## src/rtl/svpwm_pwm_gen.sv

```systemverilog
// rtl/svpwm_pwm_gen.sv - centre-aligned three-phase PWM with double-buffered compares and dead band
// Carrier, Q15-to-count scaling, zero-aligned compare load and per-phase dead-band gate drive.
module svpwm_pwm_gen #(
  parameter int PWM_PERIOD = 2500,
  parameter int DEAD_TIME  = 50,
  parameter int CNT_WIDTH  = 16
) (
  input  logic        sys_clk,
  input  logic        reset,
  input  logic        pwm_enable_in,
  input  logic [15:0] Tcma_in,
  input  logic [15:0] Tcmb_in,
  input  logic [15:0] Tcmc_in,
  input  logic        svpwm_cal_done_in,
  output logic        pwm_ah_out,
  output logic        pwm_al_out,
  output logic        pwm_bh_out,
  output logic        pwm_bl_out,
  output logic        pwm_ch_out,
  output logic        pwm_cl_out,
  output logic        carrier_zero_out,
  output logic        carrier_dir_out,
  output logic        cmp_update_out
);

  localparam logic [CNT_WIDTH-1:0] LP_PERIOD = CNT_WIDTH'(PWM_PERIOD);
  localparam logic [7:0]           LP_DEAD   = 8'(DEAD_TIME);

  logic [CNT_WIDTH-1:0]      r_cnt;
  logic [CNT_WIDTH-1:0]      w_cnt_nxt;
  logic                      r_dir;
  logic                      w_dir_nxt;
  logic                      r_zero;
  logic                      r_pending;
  logic                      r_en_d;
  logic                      w_load;
  logic [2:0][15:0]          w_tcm;
  logic [2:0][CNT_WIDTH-1:0] w_scaled;
  logic [2:0][CNT_WIDTH-1:0] r_shadow;
  logic [2:0][CNT_WIDTH-1:0] r_active;
  logic [2:0]                r_ideal;
  logic [2:0]                r_ideal_d;
  logic [2:0]                r_gh;
  logic [2:0]                r_gl;
  logic [2:0][7:0]           r_db;

  // Negative switching times clamp to zero compare (full duty).
  function automatic logic [CNT_WIDTH-1:0] f_scale(input logic [15:0] t);
    logic [30:0] prod;
    prod = {16'd0, t[14:0]} * 31'(PWM_PERIOD);
    return t[15] ? '0 : CNT_WIDTH'(prod >> 15);
  endfunction

  assign w_tcm = {Tcmc_in, Tcmb_in, Tcma_in};

  always_comb begin
    w_scaled = '0;
    for (int i = 0; i < 3; i++) w_scaled[i] = f_scale(w_tcm[i]);
  end

  always_comb begin
    w_cnt_nxt = r_dir ? r_cnt + 1'b1 : r_cnt - 1'b1;
    w_dir_nxt = r_dir;
    if (r_dir && (w_cnt_nxt == LP_PERIOD)) w_dir_nxt = 1'b0;
    else if (!r_dir && (w_cnt_nxt == '0)) w_dir_nxt = 1'b1;
  end

  // r_zero is a look-ahead of cnt==0 so the zero pulse and the load share one cycle.
  assign w_load = r_zero & r_pending;

  always_ff @(posedge sys_clk) begin
    if (reset) begin
      r_cnt     <= '0;
      r_dir     <= 1'b1;
      r_zero    <= 1'b0;
      r_pending <= 1'b0;
      r_en_d    <= 1'b0;
      r_shadow  <= {3{LP_PERIOD}};
      r_active  <= {3{LP_PERIOD}};
      r_ideal   <= '0;
      r_ideal_d <= '0;
      r_gh      <= '0;
      r_gl      <= '0;
      r_db      <= {3{LP_DEAD}};
    end else begin
      r_cnt     <= w_cnt_nxt;
      r_dir     <= w_dir_nxt;
      r_zero    <= (w_cnt_nxt == '0);
      r_en_d    <= pwm_enable_in;
      r_ideal_d <= r_ideal;
      // A fresh done pulse wins over the clear from a simultaneous load.
      if (svpwm_cal_done_in) begin
        r_shadow  <= w_scaled;
        r_pending <= 1'b1;
      end else if (w_load) begin
        r_pending <= 1'b0;
      end
      if (w_load) r_active <= r_shadow;
      for (int i = 0; i < 3; i++) begin
        r_ideal[i] <= (r_cnt > r_active[i]);
        if (!pwm_enable_in) begin
          r_gh[i] <= 1'b0;
          r_gl[i] <= 1'b0;
          r_db[i] <= LP_DEAD;
        end else if ((LP_DEAD != 8'd0) && ((r_ideal[i] != r_ideal_d[i]) || !r_en_d)) begin
          r_gh[i] <= 1'b0;
          r_gl[i] <= 1'b0;
          r_db[i] <= 8'd1;
        end else if (r_db[i] < LP_DEAD) begin
          r_gh[i] <= 1'b0;
          r_gl[i] <= 1'b0;
          r_db[i] <= r_db[i] + 8'd1;
        end else begin
          r_gh[i] <= r_ideal[i];
          r_gl[i] <= ~r_ideal[i];
        end
      end
    end
  end

  assign pwm_ah_out       = r_gh[0];
  assign pwm_al_out       = r_gl[0];
  assign pwm_bh_out       = r_gh[1];
  assign pwm_bl_out       = r_gl[1];
  assign pwm_ch_out       = r_gh[2];
  assign pwm_cl_out       = r_gl[2];
  assign carrier_zero_out = r_zero;
  assign carrier_dir_out  = r_dir;
  assign cmp_update_out   = w_load;

endmodule

```

## config.mk

```make
export PLATFORM = sky130hd
export DESIGN_NAME = svpwm_pwm_gen
export DESIGN_NICKNAME = d
export VERILOG_FILES = /design/src/rtl/svpwm_pwm_gen.sv
export SDC_FILE = /design/constraint.sdc
export NUM_CORES = 1
export LEC_CHECK = 0
export ABC_AREA = 1
export BUFFER_PORTS_ARGS = -buffer_cell sky130_fd_sc_hd__buf_2
export CORE_ASPECT_RATIO = 2
export CORE_MARGIN = 4
export CORE_UTILIZATION = 50
export CTS_CLUSTER_SIZE = 12
export DETAILED_ROUTE_END_ITERATION = 8
export HOLD_SLACK_MARGIN = 0.12
export PLACE_DENSITY = 0.67
export SLEW_MARGIN = 10
export SYNTH_ARGS = -nofsm -noshare
export SYNTH_HDL_FRONTEND = slang
export SYNTH_SLANG_ARGS = --single-unit
export TNS_END_PERCENT = 1
```

## constraint.sdc

```tcl
create_clock -name sys_clk -period 11.9 [get_ports sys_clk]
set_clock_uncertainty 0.2 [all_clocks]
set_input_delay 1.785 -clock sys_clk [delete_from_list [all_inputs] [get_ports sys_clk]]
set_output_delay 1.785 -clock sys_clk [all_outputs]
set_load 0.01 [all_outputs]
```

# Word level (Yosys, flattened, before mapping)
# Index checks and enable logic that the tools add are counted.
# word_totals
ff_bits,152
inputBits,52
out_inout_bits,9
# op_classes
addsub,5
mul,3
magnitude_cmp,6
n_eq_ne,4
mux,14
bitwise,5
n_reduce_logical,20
# op_table
operator,n
15-bit by 10-bit multiplier with 25-bit output (second input constant),3
16-bit > comparator,3
12-bit two-way mux,3
6-bit two-way mux,6
8-bit by 1-bit adder with 8-bit output (second input constant),3
8-bit by 6-bit < comparator with 1-bit output (second input constant),3
16-bit by 1-bit adder with 16-bit output (second input constant),1
16-bit by 12-bit equality test with 1-bit output (second input constant),1
16-bit zero test,1
16-bit two-way mux,1
16-bit by 1-bit subtractor with 16-bit output (second input constant),1
4-bit OR reduction,3
2-bit nonzero test,5
3-bit OR reduction,3
1-bit two-way mux,4
1-bit NOT,4
1-bit logical OR,3
1-bit != test,3
1-bit logical AND,2
1-bit zero test,2
2-bit OR reduction,1
1-bit AND,1

# Depth between registers and ports, before layout
# Gate-level depths: netlist of run 1.
# logic_depth
word_depth,6
mapped_depth,24

# Least setup slack after synthesis of run 1
# Ideal clock, no wire load.
# synth_path
path_type,in2reg
startpoint,input port Tcmc_in[4]
endpoint,register r_shadow[35] (netlist name)
setup_ns,0.132
arrival_ns,5.220
setup_slack_ns,6.348
stages,21
path_buffers,0
cell_sequence,inv_1 > fa_1 > inv_1 > ha_1 > inv_1 > fa_1 > inv_1 > ha_1 > inv_1 > fa_1 > inv_1 > ha_1 > nand2_1 > nor2_1 > nand2_1 > inv_1 > nand2_1 > nand4_1 > or2_2 > nand3_1 > a21oi_1
# synth_between
elab_chain_cells,2
# synth_rtl
element,line_no,rtl
"start, declared",13,"input logic [15:0] Tcmc_in,"
15-bit by 10-bit multiplier with 25-bit output,50,"prod = {16'd0, t[14:0]} * 31'(PWM_PERIOD);"
12-bit two-way mux,51,return t[15] ? '0 : CNT_WIDTH'(prod >> 15);
"end signal, assigned",78,r_shadow <= {3{LP_PERIOD}};
"end signal, assigned",93,r_shadow <= w_scaled;
"end, declared",39,logic [2:0][CNT_WIDTH-1:0] r_shadow;
# No other way between the ends.
# A chain may end at the register's enable or synchronous reset.

# Final worst setup path of run 1
# layout_path
startpoint,input port Tcmc_in[8]
endpoint,register r_shadow[38] (netlist name)
# Same word-level chain as after synthesis.

==> results of run 1 <==
-- critical path: stages --
cell and delay (ps):
buf_2 150, inv_1 130, fa_1 560, inv_1 50
ha_1 290, fa_1 490, ha_1 290, inv_1 50
fa_1 510, inv_1 40, ha_1 400, nand2_1 150
nor4_2 400, a21oi_1 160, o21ai_1 190, nand2_1 70
nand2_1 60, o21ai_1 60
-- per-stage QoR --
stage                     cells  utilization (%)  worst slack (ps)
final                      2305            55.68              6182
after global routing       2305            55.68              5937
after CTS                  2305            55.68              6192
after detailed placement   2273            53.48              5756
after global placement     2273            53.48              5783
after floorplan            1888                -              6348
-- cell families (layout without fill, tap and decap cells) --
| family | Yosys count | count (layout) |
|---|---|---|
| adders and majority gates | 343 | 343 |
| DFF | 128 | 128 |
| AOI/OAI and AO/OA | 287 | 287 |
| buffers and inverters | 477 | 546 |
| and+or+nand+nor | 649 | 649 |
| xor gates and xnor gates | 4 | 4 |
-- cell usage in the layout, fill, tap and decap left out, types with 2 or more instances in the layout --
master	synthesis	routed
a211oi_1	3	3
a21boi_0	6	6
a21o_1	15	15
a21oi_1	140	140
a31oi_1	3	3
and2_1	5	5
buf_2	1	60
buf_4	0	4
clkbuf_16	0	17
clkinvlp_4	0	3
dfxtp_1	128	128
fa_1	94	94
ha_1	249	249
inv_1	448	448
inv_6	0	5
inv_8	0	5
nand2_1	334	334
nand2_2	14	14
nand3_1	81	81
nand3_2	4	4
nand3b_1	12	12
nand4_1	21	21
nor2_1	142	142
nor2_2	4	4
nor3_1	20	20
nor4_2	2	2
o211ai_1	17	17
o21a_1	4	4
o21ai_0	77	77
o21ai_1	5	5
o21bai_1	9	9
o221ai_1	3	3
o31ai_1	3	3
or2_2	5	5
xnor2_1	2	2
xor2_1	2	2
-- flip-flops by register name, indices dropped and copies added (netlist names), 3 cells and up --
name	flops
r_active	36
r_cnt	16
r_db	24
r_gh	3
r_gl	3
r_ideal	3
r_ideal_d	3
r_shadow	36
-- area by class of cell --
type | count | area [µm²] | area share, %
Timing Repair Buffer | 64 | 330.3 | 2.196
Clock inverter | 15 | 168.9 | 1.123
Tap cell | 348 | 435.4 | 2.895
Sequential cell | 128 | 2562 | 17.04
Multi-Input combinational cell | 1283 | 9429 | 62.69
Inverter | 450 | 1689 | 11.23
Clock buffer | 17 | 425.4 | 2.828
-- worst paths after layout --
path | from | cells after the start | end | slack [ps]
hold / removal | r_db[23]$_SDFFE_PP0N_ | 2 | r_db[23]$_SDFFE_PP0N_ | 230
setup / recovery | Tcmc_in[8] | 18 | r_shadow[38]$_SDFFE_PP1P_ | 6180
setup reg to reg | carrier_dir_out$_SDFFE_PP1P_ | 13 | carrier_dir_out$_SDFFE_PP1P_ | 9090
hold reg to reg | r_db[23]$_SDFFE_PP0N_ | 2 | r_db[23]$_SDFFE_PP0N_ | 230
-- power by group --
| part | internal, W | total (W) | switching [W] |
|---|---|---|---|
| Combinational | 0.000554 | 0.00154 | 0.000985 |
| Clock | 0.000299 | 0.000524 | 0.000225 |
| Sequential | 0.000463 | 0.000483 | 0.0000195 |
-- routing by layer --
| layer | wire (µm) | track usage [%] | vias up |
|---|---|---|---|
| met5 | 0 | 0 | - |
| met1 | 11520 | 20.71 | 5575 |
| met3 | 670 | 1.936 | 90 |
| li1 | - | - | 6093 |
| met4 | 1591 | 10.60 | 0 |
| met2 | 18910 | 45.73 | 186 |
==> results_dict.tcl, run 1 <==
set metrics [dict create \
    grt_pass1_wl_um 55530 \
    synth.most_common_cell "inv_1" \
    n_fill_cell 2642 \
    clock.fmax_mhz 174.9 \
    relSlewSlack_pct 36.54 \
    antenna_found_initial 0 \
    vias 11940 \
    ir_worst_vdd_mv 0.08292 \
    crit_required_ps 12010 \
    status "finished clean" \
    p_total_w 0.002546 \
    ys_types 42 \
    overflow 0 \
    maxCapViolations 0 \
    muxShareOfSynthArea_pct 0 \
    io_pins 61 \
    async_reset_ff_share_pct 0 \
    synth_common_cells "448 x inv_1, 334 x nand2_1, 249 x ha_1, 142 x nor2_1, 140 x a21oi_1" \
    track_usage_pct 22.00 \
    setup_violations 0 \
    synth_compound_area_share_pct 11.62 \
    synthXorXnorAreaFrac_pct 0.2542 \
    numCtsBuffers 17 \
    nets 2339 \
    ys_dominant_reg_cell "dfxtp_1" \
    drive_gt1_share_pct 6.592 \
    ys_seq_area_share_pct 18.59 \
    portBuffers 60 \
    routed_wl_um 32690 \
    core_area_um2 27010 \
    drc 0 \
    routed_via_density 5.182 \
    yosys_register_bits 128 \
    whs_ps 229.4 \
    yosys_warnings 0 \
    fp.dieH_um 242.8 \
    area_delta_synth_final_pct 9.123 \
    ctsRootBufferMaster "clkbuf_16" \
    startpoint_type "input port" \
    path_max_fanout 7 \
    die_area_um2 30450 \
    dp_hpwl_um 27680 \
    fin_crit_sh_pct 48.05 \
    finalHoldViolCount 0 \
    clockBufferDepth 2 \
    design_area_um2 15040 \
    p_leak_nw 8.343 \
    avgSynthCellArea_um2 7.300 \
    numClockSinks 128 \
    cts_tree "yes" \
    wl_per_cell_um 14.18 \
    synthAdderAreaFrac_pct 36.26 \
    hp-class "flip-flop to flip-flop" \
    ctsResizeCount 0 \
    drt-pass1-iter-count 5 \
    drt_iter0_drc 454 \
    cellPowerDensity_nw_per_um2 169.3 \
    yosys.area.top_type_share_pct 22.60 \
    grt_max_degree 62 \
    worst_pin_slew_ps 946.1 \
    slew_viol_final 0 \
    ant_nets 0 \
    synth_top_area_cell "ha_1" \
    synthSimpleGateAreaFrac_pct 20.28 \
    timing.setup.tns_ps 0 \
    die_width_um 125.4 \
    htreeDepth 4 \
    synth_edf_count 0 \
    rsz0062_at_grt "no" \
    syn_inst 1888 \
    synth.area.top_cells "ha_1 23%, dfxtp_1 19%, fa_1 14%" \
    critPathKind "input port to flip-flop" \
    clkTransAtPathRegs_ps 60 \
    clk_latency_ps 430 \
    place_congestion 0.9141 \
    end_kind "flip-flop" \
    syn-num-nets 2283 \
    fin_crit_ps 5718 \
    grt_pass1_vias 12290 \
    cts_hold_buf 0 \
    diodes 0 \
    post_cts_buffers 0 \
    num_rows 85 \
    synth_top_family_by_area "adder cells" \
    mappedNetlistArea_um2 13780 \
    start_util_pct 51.02 \
    dpl_cell_area_um2 14450 \
    worstPathArrival_ps 5830 \
]
Power figures use the tool's default switching activity.
==> run 2: changes to the inputs <==
PLACE_DENSITY = 0.69   (was 0.67)
clock period = 4.9 ns   (was 11.9 ns; I/O delays follow)
==> run 2 against run 1 <==
Effect of this change:
- final area grew 1.8%
- largest cell class unchanged
- total power increased by 150%
- first-iteration DRC count shrank 3.5%
==> results_dict.tcl, run 2 (synthesis gave the netlist of run 1 again) <==
set metrics [dict create \
    p_int_w 0.003345 \
    fp.dieH_um 242.8 \
    diodes 0 \
    overflow 0 \
    ctsRootBufferMaster "clkbuf_16" \
    grt_pass1_vias 12460 \
    drt-pass1-iter-count 7 \
    dpl.cell_count 2314 \
    whs_ps 228.6 \
    numCtsBuffers 17 \
    post_cts_buffers 0 \
    n_fill_cell 2649 \
    cts_tree "yes" \
    area_delta_synth_final_pct 11.13 \
    io_pins 61 \
    hp-class "flip-flop to flip-flop" \
    status "finished clean" \
    die_width_um 125.4 \
    drive_gt1_share_pct 8.509 \
    start_util_pct 51.02 \
    multi_input_area_um2 9433 \
    clk_latency_ps 420 \
    maxCapViolations 0 \
    htreeDepth 4 \
    place_congestion 0.9192 \
    drt_iter0_drc 438 \
    cellPowerDensity_nw_per_um2 409.2 \
    fin_crit_sh_pct 92.08 \
    regToRegSetupSlack_ps 2090 \
    dp_hpwl_um 27520 \
    numClockSinks 128 \
    rsz0062_at_grt "no" \
    startpoint_type "input port" \
    ant_nets 0 \
    relSlewSlack_pct 42.91 \
    slew_viol_final 0 \
    p_sw_w 0.002922 \
    setup_violations 0 \
    antenna_found_initial 0 \
    critPathKind "input port to flip-flop" \
    timing.rr.end "carrier_dir_out$_SDFFE_PP1P_" \
    worstPathArrival_ps 4660 \
    r2r_cells 13 \
    design_area_um2 15320 \
    track_usage_pct 21.85 \
    switching_share_pct 46.63 \
    worst_pin_slew_ps 853.2 \
    die_area_um2 30450 \
    reg.largest.list "r_active: 36 flops, r_shadow: 36 flops, r_db: 24 flops" \
    portBuffers 60 \
    clockBufferDepth 2 \
    p_leak_nw 8.533 \
    reg2reg_from "carrier_dir_out$_SDFFE_PP1P_" \
    routed_via_density 5.090 \
    worst_path_largest_cell_delay_ps 490 \
    worstPathCellList "buf_2 > inv_1 > fa_1 > inv_1 > ha_1 > fa_1 > ha_1 > inv_1 > fa_1 > inv_1 > ha_1 > a21oi_1 > a21boi_0 > o211ai_1 > nand2_1 > nand2_1 > nand2_1 > nand2_1 > o21ai_0" \
    fin_crit_ps 4512 \
    final_cell_mix "448 x inv_1, 334 x nand2_1, 249 x ha_1" \
    path_max_fanout 4 \
    core_area_um2 27010 \
    routed_wl_um 32340 \
    grt_pass1_wl_um 55240 \
    clkPwrFrac_pct 19.1 \
    cp_slowest_cell "fa_1" \
    postLayoutCoreUtil_pct 56.70 \
    clkTransAtPathRegs_ps 60 \
    nets 2380 \
    cp-startpoint "Tcma_in[10]" \
    vias 11940 \
    num_rows 85 \
    layoutNonFillerInstCount 2346 \
    combPwrFrac_pct 62.1 \
    seq_area_um2 2562 \
    seqPwrFrac_pct 18.8 \
    end_kind "flip-flop" \
    wl_per_cell_um 13.78 \
    ir_worst_vdd_mv 0.2175 \
    grt_max_degree 62 \
    clock.fmax_mhz 221.6 \
    drc 0 \
    crit_required_ps 5040 \
    endpoint "r_shadow[6]$_SDFFE_PP1P_" \
    dpl_cell_area_um2 14750 \
    final_common_cell "inv_1" \
    finalHoldViolCount 0 \
]
==> run 2: metal layers <==
metal  track usage (%)  routed length (µm)  up-vias
li1                  -                   -     6172
met1             20.95               11530     5454
met2             44.42               18290      213
met3             1.804                 690      103
met4             11.85                1824        0
met5                 0                   0        -
==> run 2: how the worst min path moves through the flow <==
stage                                startpoint  depth (start not counted)                    end
final                      r_db[6]$_SDFFE_PP0N_                          2   r_db[6]$_SDFFE_PP0N_
after global routing      r_db[23]$_SDFFE_PP0N_                          2  r_db[23]$_SDFFE_PP0N_
after CTS                  r_db[6]$_SDFFE_PP0N_                          2   r_db[6]$_SDFFE_PP0N_
after detailed placement   r_db[6]$_SDFFE_PP0N_                          2   r_db[6]$_SDFFE_PP0N_
after global placement     r_db[6]$_SDFFE_PP0N_                          2   r_db[6]$_SDFFE_PP0N_
after floorplan           r_db[22]$_SDFFE_PP0N_                          2  r_db[22]$_SDFFE_PP0N_
==> run 2: cell type report <==
cell class	instances	area share [%]
flip-flops and latches	128	16.73
repair buffers	105	4.166
clock buffers	18	2.802
inverters	450	11.03
well taps	348	2.843
multi-input cells	1283	61.58
clock inverters	14	0.8495
==> run 2: worst max-delay path, delay by kind of cell <==
kind / cells / cell delay [ps]
AND/OR/NAND/NOR: 4 / 280
adder cells (fa/ha/maj): 6 / 2290
buffers and inverters: 5 / 480
AO/OA/AOI/OAI: 4 / 880
==> run 2: power by group through the flow <==
stage	clock [W]	combinational [W]	sequential [W]
CTS	0.00122	0.00392	0.00118
floorplan	0	0.00280	0.00118
global route	0.00125	0.00455	0.00119
detailed placement	0	0.00389	0.00120
global placement	0	0.00384	0.00120
finish	0.00120	0.00389	0.00118
==> run 2: timing repair <==
action	4_1_cts	5_1_grt
gates resized for setup	0	1
hold buffers	0	0
endpoints found under the setup margin	0	1
==> run 2: stage by stage <==
stage	setup WS, ps	total power [W]	setup TNS (ps)
floorplan	397.6	0.003975	0
global placement	-26.93	0.005034	-38.49
detailed placement	-84.56	0.005086	-285.5
CTS	347.1	0.006315	0
global route	31.76	0.006985	0
finish	388.0	0.006267	0
